[config.mk]
export PLATFORM = sky130hd
export DESIGN_NAME = m_store_buffer_flat
export DESIGN_NICKNAME = d
export VERILOG_FILES = /design/src/rtl/mem_pkg.sv /design/src/rtl/m_store_buffer_if.sv /design/src/rtl/m_store_align.sv /design/src/rtl/m_store_buffer.sv /design/src/flat_wrapper.sv
export SDC_FILE = /design/constraint.sdc
export NUM_CORES = 1
export LEC_CHECK = 0
export CORE_ASPECT_RATIO = 1.2
export CORE_MARGIN = 10
export CORE_UTILIZATION = 59
export CTS_BUF_LIST = sky130_fd_sc_hd__clkbuf_4 sky130_fd_sc_hd__clkbuf_8 sky130_fd_sc_hd__clkbuf_16
export CTS_CLUSTER_DIAMETER = 200
export DETAILED_ROUTE_END_ITERATION = 16
export GPL_ROUTABILITY_DRIVEN = 0
export PLACE_DENSITY_LB_ADDON = 0.05
export SKIP_LAST_GASP = 1
export SLEW_MARGIN = 0
export SYNTH_ARGS = -nofsm -noshare
export SYNTH_HDL_FRONTEND = slang
export SYNTH_HIERARCHICAL = 1
export SYNTH_SLANG_ARGS = --single-unit
[constraint.sdc]
create_clock -name clk -period 10.2 [get_ports clk]
set_clock_uncertainty 0.05 [all_clocks]
set_input_delay 1.53 -clock clk [delete_from_list [all_inputs] [get_ports clk]]
set_output_delay 1.53 -clock clk [all_outputs]
set_load 0.005 [all_outputs]
[src/rtl/mem_pkg.sv]
// Shared memory-stage definitions: store type codes, byte-enable constants,
// store buffer defaults and the byte-merge helper used for load forwarding.
package mem_pkg;

  typedef enum logic [2:0] {
    ST_NONE = 3'd0,
    ST_W    = 3'd1,
    ST_H    = 3'd2,
    ST_B    = 3'd3
  } st_type_e;

  localparam logic [3:0] BE_NONE    = 4'b0000;
  localparam logic [3:0] BE_WORD    = 4'b1111;
  localparam logic [3:0] BE_HALF_LO = 4'b0011;
  localparam logic [3:0] BE_HALF_HI = 4'b1100;
  localparam logic [3:0] BE_BYTE0   = 4'b0001;

  localparam int SB_DEPTH = 4;
  localparam int SB_AW    = 12;

  // Overlay the enabled byte lanes of data onto base.
  function automatic logic [31:0] merge_bytes(input logic [31:0] base,
                                              input logic [31:0] data,
                                              input logic [3:0]  be);
    logic [31:0] res;
    res = base;
    for (int b = 0; b < 4; b++) begin
      if (be[b]) res[8*b +: 8] = data[8*b +: 8];
    end
    return res;
  endfunction

endpackage

[src/rtl/m_store_buffer_if.sv]
// Store-buffer bus: M-stage store/load side plus the data-memory write port.
// The slave modport is the buffer's view; master is the pipeline/memory view.
interface m_store_buffer_if;

  logic        st_valid;
  logic [2:0]  st_type;
  logic [31:0] st_addr;
  logic [31:0] st_data;
  logic [31:0] st_pc;
  logic        stall;

  logic [31:0] ld_addr;
  logic [31:0] dm_rdata;
  logic [31:0] ld_word;
  logic        ld_hit;

  logic        dm_we;
  logic        dm_ready;
  logic [31:0] dm_addr;
  logic [31:0] dm_wdata;
  logic [3:0]  dm_be;
  logic [31:0] dm_pc;
  logic        empty;

  modport master (
    output st_valid, st_type, st_addr, st_data, st_pc, ld_addr, dm_rdata, dm_ready,
    input  stall, ld_word, ld_hit, dm_we, dm_addr, dm_wdata, dm_be, dm_pc, empty
  );

  modport slave (
    input  st_valid, st_type, st_addr, st_data, st_pc, ld_addr, dm_rdata, dm_ready,
    output stall, ld_word, ld_hit, dm_we, dm_addr, dm_wdata, dm_be, dm_pc, empty
  );

endinterface

[src/rtl/m_store_align.sv]
// Turns a raw sw/sh/sb operand into lane-replicated write data and byte enables.
module m_store_align
  import mem_pkg::*;
(
  input  logic [2:0]  st_type,
  input  logic [1:0]  byte_off,
  input  logic [31:0] st_data,
  output logic [3:0]  be,
  output logic [31:0] data
);

  // Replicating the operand into every lane lets be alone select the target bytes.
  always_comb begin
    be   = BE_NONE;
    data = st_data;
    case (st_type)
      ST_W: be = BE_WORD;
      ST_H: begin
        be   = byte_off[1] ? BE_HALF_HI : BE_HALF_LO;
        data = {2{st_data[15:0]}};
      end
      ST_B: begin
        be   = BE_BYTE0 << byte_off;
        data = {4{st_data[7:0]}};
      end
      default: ;
    endcase
  end

endmodule

[src/rtl/m_store_buffer.sv]
// Posted-write FIFO between EX/MEM and data memory, draining one store per cycle
// and forwarding pending bytes into same-word loads combinationally.
module m_store_buffer
  import mem_pkg::*;
#(
  parameter int DEPTH = SB_DEPTH,
  parameter int AW    = SB_AW
) (
  input logic clk,
  input logic reset,
  m_store_buffer_if.slave bus
);

  localparam int PW = $clog2(DEPTH);
  localparam logic [PW:0] FULL_COUNT = (PW+1)'(DEPTH);

  logic [AW-1:0]    ent_addr [DEPTH];
  logic [31:0]      ent_data [DEPTH];
  logic [3:0]       ent_be   [DEPTH];
  logic [31:0]      ent_pc   [DEPTH];
  logic [DEPTH-1:0] ent_valid;

  logic [PW-1:0] rd_ptr;
  logic [PW-1:0] wr_ptr;
  logic [PW:0]   count;

  logic        full;
  logic        enq;
  logic        deq;
  logic [3:0]  st_be;
  logic [31:0] st_aligned;

  logic [PW-1:0] scan_idx;
  logic [31:0]   merged;
  logic          hit;
  logic          unused_addr_bits;

  m_store_align u_align (
    .st_type  (bus.st_type),
    .byte_off (bus.st_addr[1:0]),
    .st_data  (bus.st_data),
    .be       (st_be),
    .data     (st_aligned)
  );

  // Full stalls even when the head drains this cycle: there is no full-bypass path.
  assign full      = (count == FULL_COUNT);
  assign bus.empty = (count == '0);
  assign bus.stall = bus.st_valid && full;
  assign enq       = bus.st_valid && (bus.st_type != ST_NONE) && !full;
  assign bus.dm_we = !bus.empty;
  assign deq       = bus.dm_we && bus.dm_ready;

  assign bus.dm_addr  = {{(30-AW){1'b0}}, ent_addr[rd_ptr], 2'b00};
  assign bus.dm_wdata = ent_data[rd_ptr];
  assign bus.dm_be    = ent_be[rd_ptr];
  assign bus.dm_pc    = ent_pc[rd_ptr];

  assign unused_addr_bits = ^{bus.st_addr[31:AW+2], bus.ld_addr[31:AW+2], bus.ld_addr[1:0]};

  always_ff @(posedge clk) begin
    if (!reset) begin
      rd_ptr    <= '0;
      wr_ptr    <= '0;
      count     <= '0;
      ent_valid <= '0;
    end else begin
      if (enq) begin
        ent_valid[wr_ptr] <= 1'b1;
        wr_ptr            <= wr_ptr + PW'(1);
      end
      if (deq) begin
        ent_valid[rd_ptr] <= 1'b0;
        rd_ptr            <= rd_ptr + PW'(1);
      end
      case ({enq, deq})
        2'b10:   count <= count + (PW+1)'(1);
        2'b01:   count <= count - (PW+1)'(1);
        default: ;
      endcase
    end
  end

  // Payload needs no reset; the valid bits alone decide what is live.
  always_ff @(posedge clk) begin
    if (enq) begin
      ent_addr[wr_ptr] <= bus.st_addr[AW+1:2];
      ent_data[wr_ptr] <= st_aligned;
      ent_be[wr_ptr]   <= st_be;
      ent_pc[wr_ptr]   <= bus.st_pc;
    end
  end

  // Oldest-to-youngest scan so the youngest matching store owns each byte.
  always_comb begin
    merged   = bus.dm_rdata;
    hit      = 1'b0;
    scan_idx = rd_ptr;
    for (int i = 0; i < DEPTH; i++) begin
      scan_idx = rd_ptr + PW'(i);
      if (ent_valid[scan_idx] && (ent_addr[scan_idx] == bus.ld_addr[AW+1:2])) begin
        hit    = 1'b1;
        merged = merge_bytes(merged, ent_data[scan_idx], ent_be[scan_idx]);
      end
    end
  end

  assign bus.ld_word = merged;
  assign bus.ld_hit  = hit;

endmodule

[src/flat_wrapper.sv]
// flat-port wrapper written by rule: the top's interface ports become plain ports
module m_store_buffer_flat import mem_pkg::*;
#(
  parameter int DEPTH = SB_DEPTH,
  parameter int AW    = SB_AW
)
  (clk, reset, bus_st_valid, bus_st_type, bus_st_addr, bus_st_data, bus_st_pc, bus_ld_addr, bus_dm_rdata, bus_dm_ready, bus_stall, bus_ld_word, bus_ld_hit, bus_dm_we, bus_dm_addr, bus_dm_wdata, bus_dm_be, bus_dm_pc, bus_empty);
  m_store_buffer_if bus_i ();
  input logic clk;
  input logic reset;
  input wire logic [$bits(bus_i.st_valid)-1:0] bus_st_valid;
  input wire logic [$bits(bus_i.st_type)-1:0] bus_st_type;
  input wire logic [$bits(bus_i.st_addr)-1:0] bus_st_addr;
  input wire logic [$bits(bus_i.st_data)-1:0] bus_st_data;
  input wire logic [$bits(bus_i.st_pc)-1:0] bus_st_pc;
  input wire logic [$bits(bus_i.ld_addr)-1:0] bus_ld_addr;
  input wire logic [$bits(bus_i.dm_rdata)-1:0] bus_dm_rdata;
  input wire logic [$bits(bus_i.dm_ready)-1:0] bus_dm_ready;
  output wire logic [$bits(bus_i.stall)-1:0] bus_stall;
  output wire logic [$bits(bus_i.ld_word)-1:0] bus_ld_word;
  output wire logic [$bits(bus_i.ld_hit)-1:0] bus_ld_hit;
  output wire logic [$bits(bus_i.dm_we)-1:0] bus_dm_we;
  output wire logic [$bits(bus_i.dm_addr)-1:0] bus_dm_addr;
  output wire logic [$bits(bus_i.dm_wdata)-1:0] bus_dm_wdata;
  output wire logic [$bits(bus_i.dm_be)-1:0] bus_dm_be;
  output wire logic [$bits(bus_i.dm_pc)-1:0] bus_dm_pc;
  output wire logic [$bits(bus_i.empty)-1:0] bus_empty;
  assign bus_i.st_valid = bus_st_valid;
  assign bus_i.st_type = bus_st_type;
  assign bus_i.st_addr = bus_st_addr;
  assign bus_i.st_data = bus_st_data;
  assign bus_i.st_pc = bus_st_pc;
  assign bus_i.ld_addr = bus_ld_addr;
  assign bus_i.dm_rdata = bus_dm_rdata;
  assign bus_i.dm_ready = bus_dm_ready;
  assign bus_stall = bus_i.stall;
  assign bus_ld_word = bus_i.ld_word;
  assign bus_ld_hit = bus_i.ld_hit;
  assign bus_dm_we = bus_i.dm_we;
  assign bus_dm_addr = bus_i.dm_addr;
  assign bus_dm_wdata = bus_i.dm_wdata;
  assign bus_dm_be = bus_i.dm_be;
  assign bus_dm_pc = bus_i.dm_pc;
  assign bus_empty = bus_i.empty;
  m_store_buffer #(.DEPTH(DEPTH), .AW(AW)) u_core (.clk(clk), .reset(reset), .bus(bus_i));
endmodule
==> impl_metrics.env <==
export IMPL_fillers=2132
export IMPL_synthesis_area_um2=19010
export IMPL_wl_per_cell_um=25.77
export IMPL_drt_total_wl_um=52060
export IMPL_regToRegStartpoint="u_core/count[0]"
export IMPL_dr_first_iter_drc_count=1187
export IMPL_initial_core_util_pct=60.28
export IMPL_drc_errors=0
export IMPL_status="finished clean"
export IMPL_dominantRegCellSynth="edfxtp_1"
export IMPL_clock_sink_count=333
export IMPL_cts_tree="yes"
export IMPL_grt_pass1_wl_um=79990
export IMPL_async_flop_share_pct=0
export IMPL_worst_r2r_cell_count=5
export IMPL_ys_ff_latch=333
export IMPL_grt_usage_pct=25.82
export IMPL_synthTopCellsByArea="edfxtp_1 51%, mux4_2 14%, mux2i_1 5.1%"
export IMPL_vdd_drop_max_mv=0.1808
export IMPL_ant_nets=0
export IMPL_worstPathRequired_ns=8.62
export IMPL_p_per_area_nw_per_um2=226.8
export IMPL_min_delay_path_depth=1
export IMPL_relSlewSlack_pct=13.26
export IMPL_critPathCaptureType="output port"
export IMPL_crit_fanout=97
export IMPL_min_path_type="reg2reg"
export IMPL_synthMostInstantiatedCell="edfxtp_1"
export IMPL_avgViaCountPerCell=6.571
export IMPL_clock_latency_ns=0.53
export IMPL_leakage_nw=7.216
export IMPL_yosysSeqAreaShare_pct=51.92
export IMPL_io_pins=303
export IMPL_area_growth_pct=19.13
export IMPL_hold_path_endpoint="u_core/ent_valid[1]"
export IMPL_cts_buffers=35
export IMPL_grt_max_degree=98
export IMPL_crit_type="reg2out"
export IMPL_die_y_um=216.6
export IMPL_post_cts_resize_count=0
export IMPL_avgSynthCellArea_um2=13.44
export IMPL_multi_input_area_um2=8283
export IMPL_hold_path_startpoint="u_core/ent_valid[1]"
export IMPL_synth_top_cells_by_count="320 x edfxtp_1, 117 x mux4_2, 96 x mux2i_1"
export IMPL_die_w_um=183.9
export IMPL_synth_edff_count=320
export IMPL_dp_cells=1955
export IMPL_hold_slack_ns=0.5167
export IMPL_dr_pass1_iters=5
export IMPL_overflow=0
export IMPL_ys_warn_count=6
export IMPL_worstSetupStartpointType="flop"
export IMPL_seq_area_um2=9882
export IMPL_port_buffers=244
export IMPL_first_global_vias=13800
export IMPL_synth_largest_area_cell="edfxtp_1"
export IMPL_finalMaxSlewViolations=0
export IMPL_critPathArrivalTime_ns=5.77
export IMPL_clk_path_buf_depth=3
export IMPL_tightest_slew_ns=1.292
export IMPL_antenna_found_initial=4
export IMPL_cts_root_buffer="clkbuf_16"
export IMPL_tns_ns=0
export IMPL_rsz0062_at_grt="false"
export IMPL_holdBufCountCts=0
export IMPL_htree_levels=2
export IMPL_final_instance_count_excl_fill=2020
export IMPL_yosysUniqueCellTypes=63
export IMPL_finalCritPeriodShare_pct=72.06
export IMPL_final_core_util_pct=71.82
export IMPL_cap_violations=0
export IMPL_via_count=13270
export IMPL_r2r_end="u_core/ent_data[3][7]"
export IMPL_cts_setup_buffers=0
export IMPL_synth_top_area_share_pct=50.55
export IMPL_r2r_setup_slack_ns=7.56
export IMPL_nNetsFinal=1768
export IMPL_fmax_mhz=136.0
export IMPL_rows=71
export IMPL_clk_pin_slew_ns=0.06
export IMPL_period_minus_slack_ns=7.350
export IMPL_drive_gt1_share_pct=17.51
export IMPL_hpwl_um=33740
export IMPL_design_die_area_um2=39830
export IMPL_core_area_um2=31540
export IMPL_setup_viol=0
export IMPL_hold_violations=0
export IMPL_synth_cells=1414
kinds of logic (layout without fill, tap and decap cells):
family          after synthesis  in the layout  share of synthesized area [%]
compound gates              267            267                          9.175
xor+xnor                     57             57                          2.626
fa+ha+maj                    10             10                         0.6977
buf+inv                     200            383                          5.074
flops                       333            333                          51.92
mux                         276            276                          22.81
other cells                   1             23                        0.01973
simple gates                270            270                          7.687
sequential cells by signal (all words and copies together) (netlist names), named ones only:
| name | flops |
|---|---|
| u_core/ent_data | 128 |
| u_core/ent_pc | 128 |
| u_core/ent_addr | 48 |
| u_core/ent_be | 16 |
| u_core/ent_valid | 4 |
| u_core/count | 3 |
| u_core/rd_ptr | 2 |
| u_core/wr_ptr | 2 |
critical path, stage by stage (launching register included):
cell and delay, ns:
dfxtp_4 0.89, inv_1 0.27, ha_4 0.77, buf_4 0.79, a211oi_1 0.29, o2111ai_1 0.90, or3_1 0.43, a31oi_1 0.13
o21ai_1 0.20, clkdlybuf4s50_1 0.56
layout make-up:
class | instances | area share [%]
well taps | 401 | 2.215
clock buffers | 39 | 4.105
diodes | 3 | 0.03315
repair buffers | 268 | 11.63
clock inverters | 23 | 0.9281
flip-flops and latches | 333 | 43.63
inverters | 53 | 0.8784
multi-input cells | 900 | 36.57
routing by layer:
layer / part of all wire [%] / GRT usage, % / vias up
met2: 50 / 43.45 / 651
met4: 2.8 / 8.862 / 4
met5: 0.077 / 0 / -
met1: 37 / 30.84 / 6562
li1: - / - / 5939
met3: 10 / 7.799 / 117
how the worst max path moves through the flow:
stage,start,endpoint,slack [ns],depth (start not counted)
finish,u_core/rd_ptr[0],bus_ld_word[13],2.85,9
global route,u_core/rd_ptr[0],bus_ld_word[11],2.48,9
CTS,u_core/rd_ptr[0],bus_ld_word[11],2.87,9
detailed placement,bus_ld_addr[13],bus_ld_word[21],3.32,10
global placement,bus_ld_addr[13],bus_ld_word[21],3.32,10
floorplan,u_core/rd_ptr[0],bus_ld_word[0],4.31,19
stage by stage:
stage	setup WS (ns)	area [µm²]	power, mW
4_1_cts	2.869	22640	5.157
3_3_place_gp	3.317	21500	3.862
2_1_floorplan	4.310	19080	3.175
5_1_grt	2.478	22640	5.401
3_5_place_dp	3.323	21500	3.894
6_report	2.850	22650	5.136
layout by cell type, fill, tap and decap left out, types with 5 or more instances in the layout:
cell / count
a21oi_1: 46
a31oi_1: 32
and2_1: 7
and3_1: 5
buf_4: 23
clkbuf_16: 36
clkdlybuf4s50_1: 244
clkinv_1: 6
clkinv_2: 8
conb_1: 20
dfxtp_1: 9
edfxtp_1: 320
ha_1: 8
inv_1: 53
mux2_2: 54
mux2_4: 8
mux2i_1: 96
mux4_2: 117
nand2_1: 69
nand3_1: 6
nand4_1: 35
nor2_1: 45
nor4_1: 63
o2111ai_1: 6
o211a_1: 5
o21ai_0: 48
o21ai_1: 38
o22ai_1: 5
o31a_1: 32
o31ai_1: 32
or3_1: 11
xnor2_1: 33
xor2_1: 24
power by group:
| part | switching [mW] | total, mW | leakage, nW | internal, mW |
|---|---|---|---|---|
| registers | 0.147 | 1.79 | 3.04 | 1.65 |
| logic | 1.08 | 2.09 | 3.61 | 1.01 |
| clock network | 0.518 | 1.25 | 0.563 | 0.736 |
(Power assumes the default switching activity.)
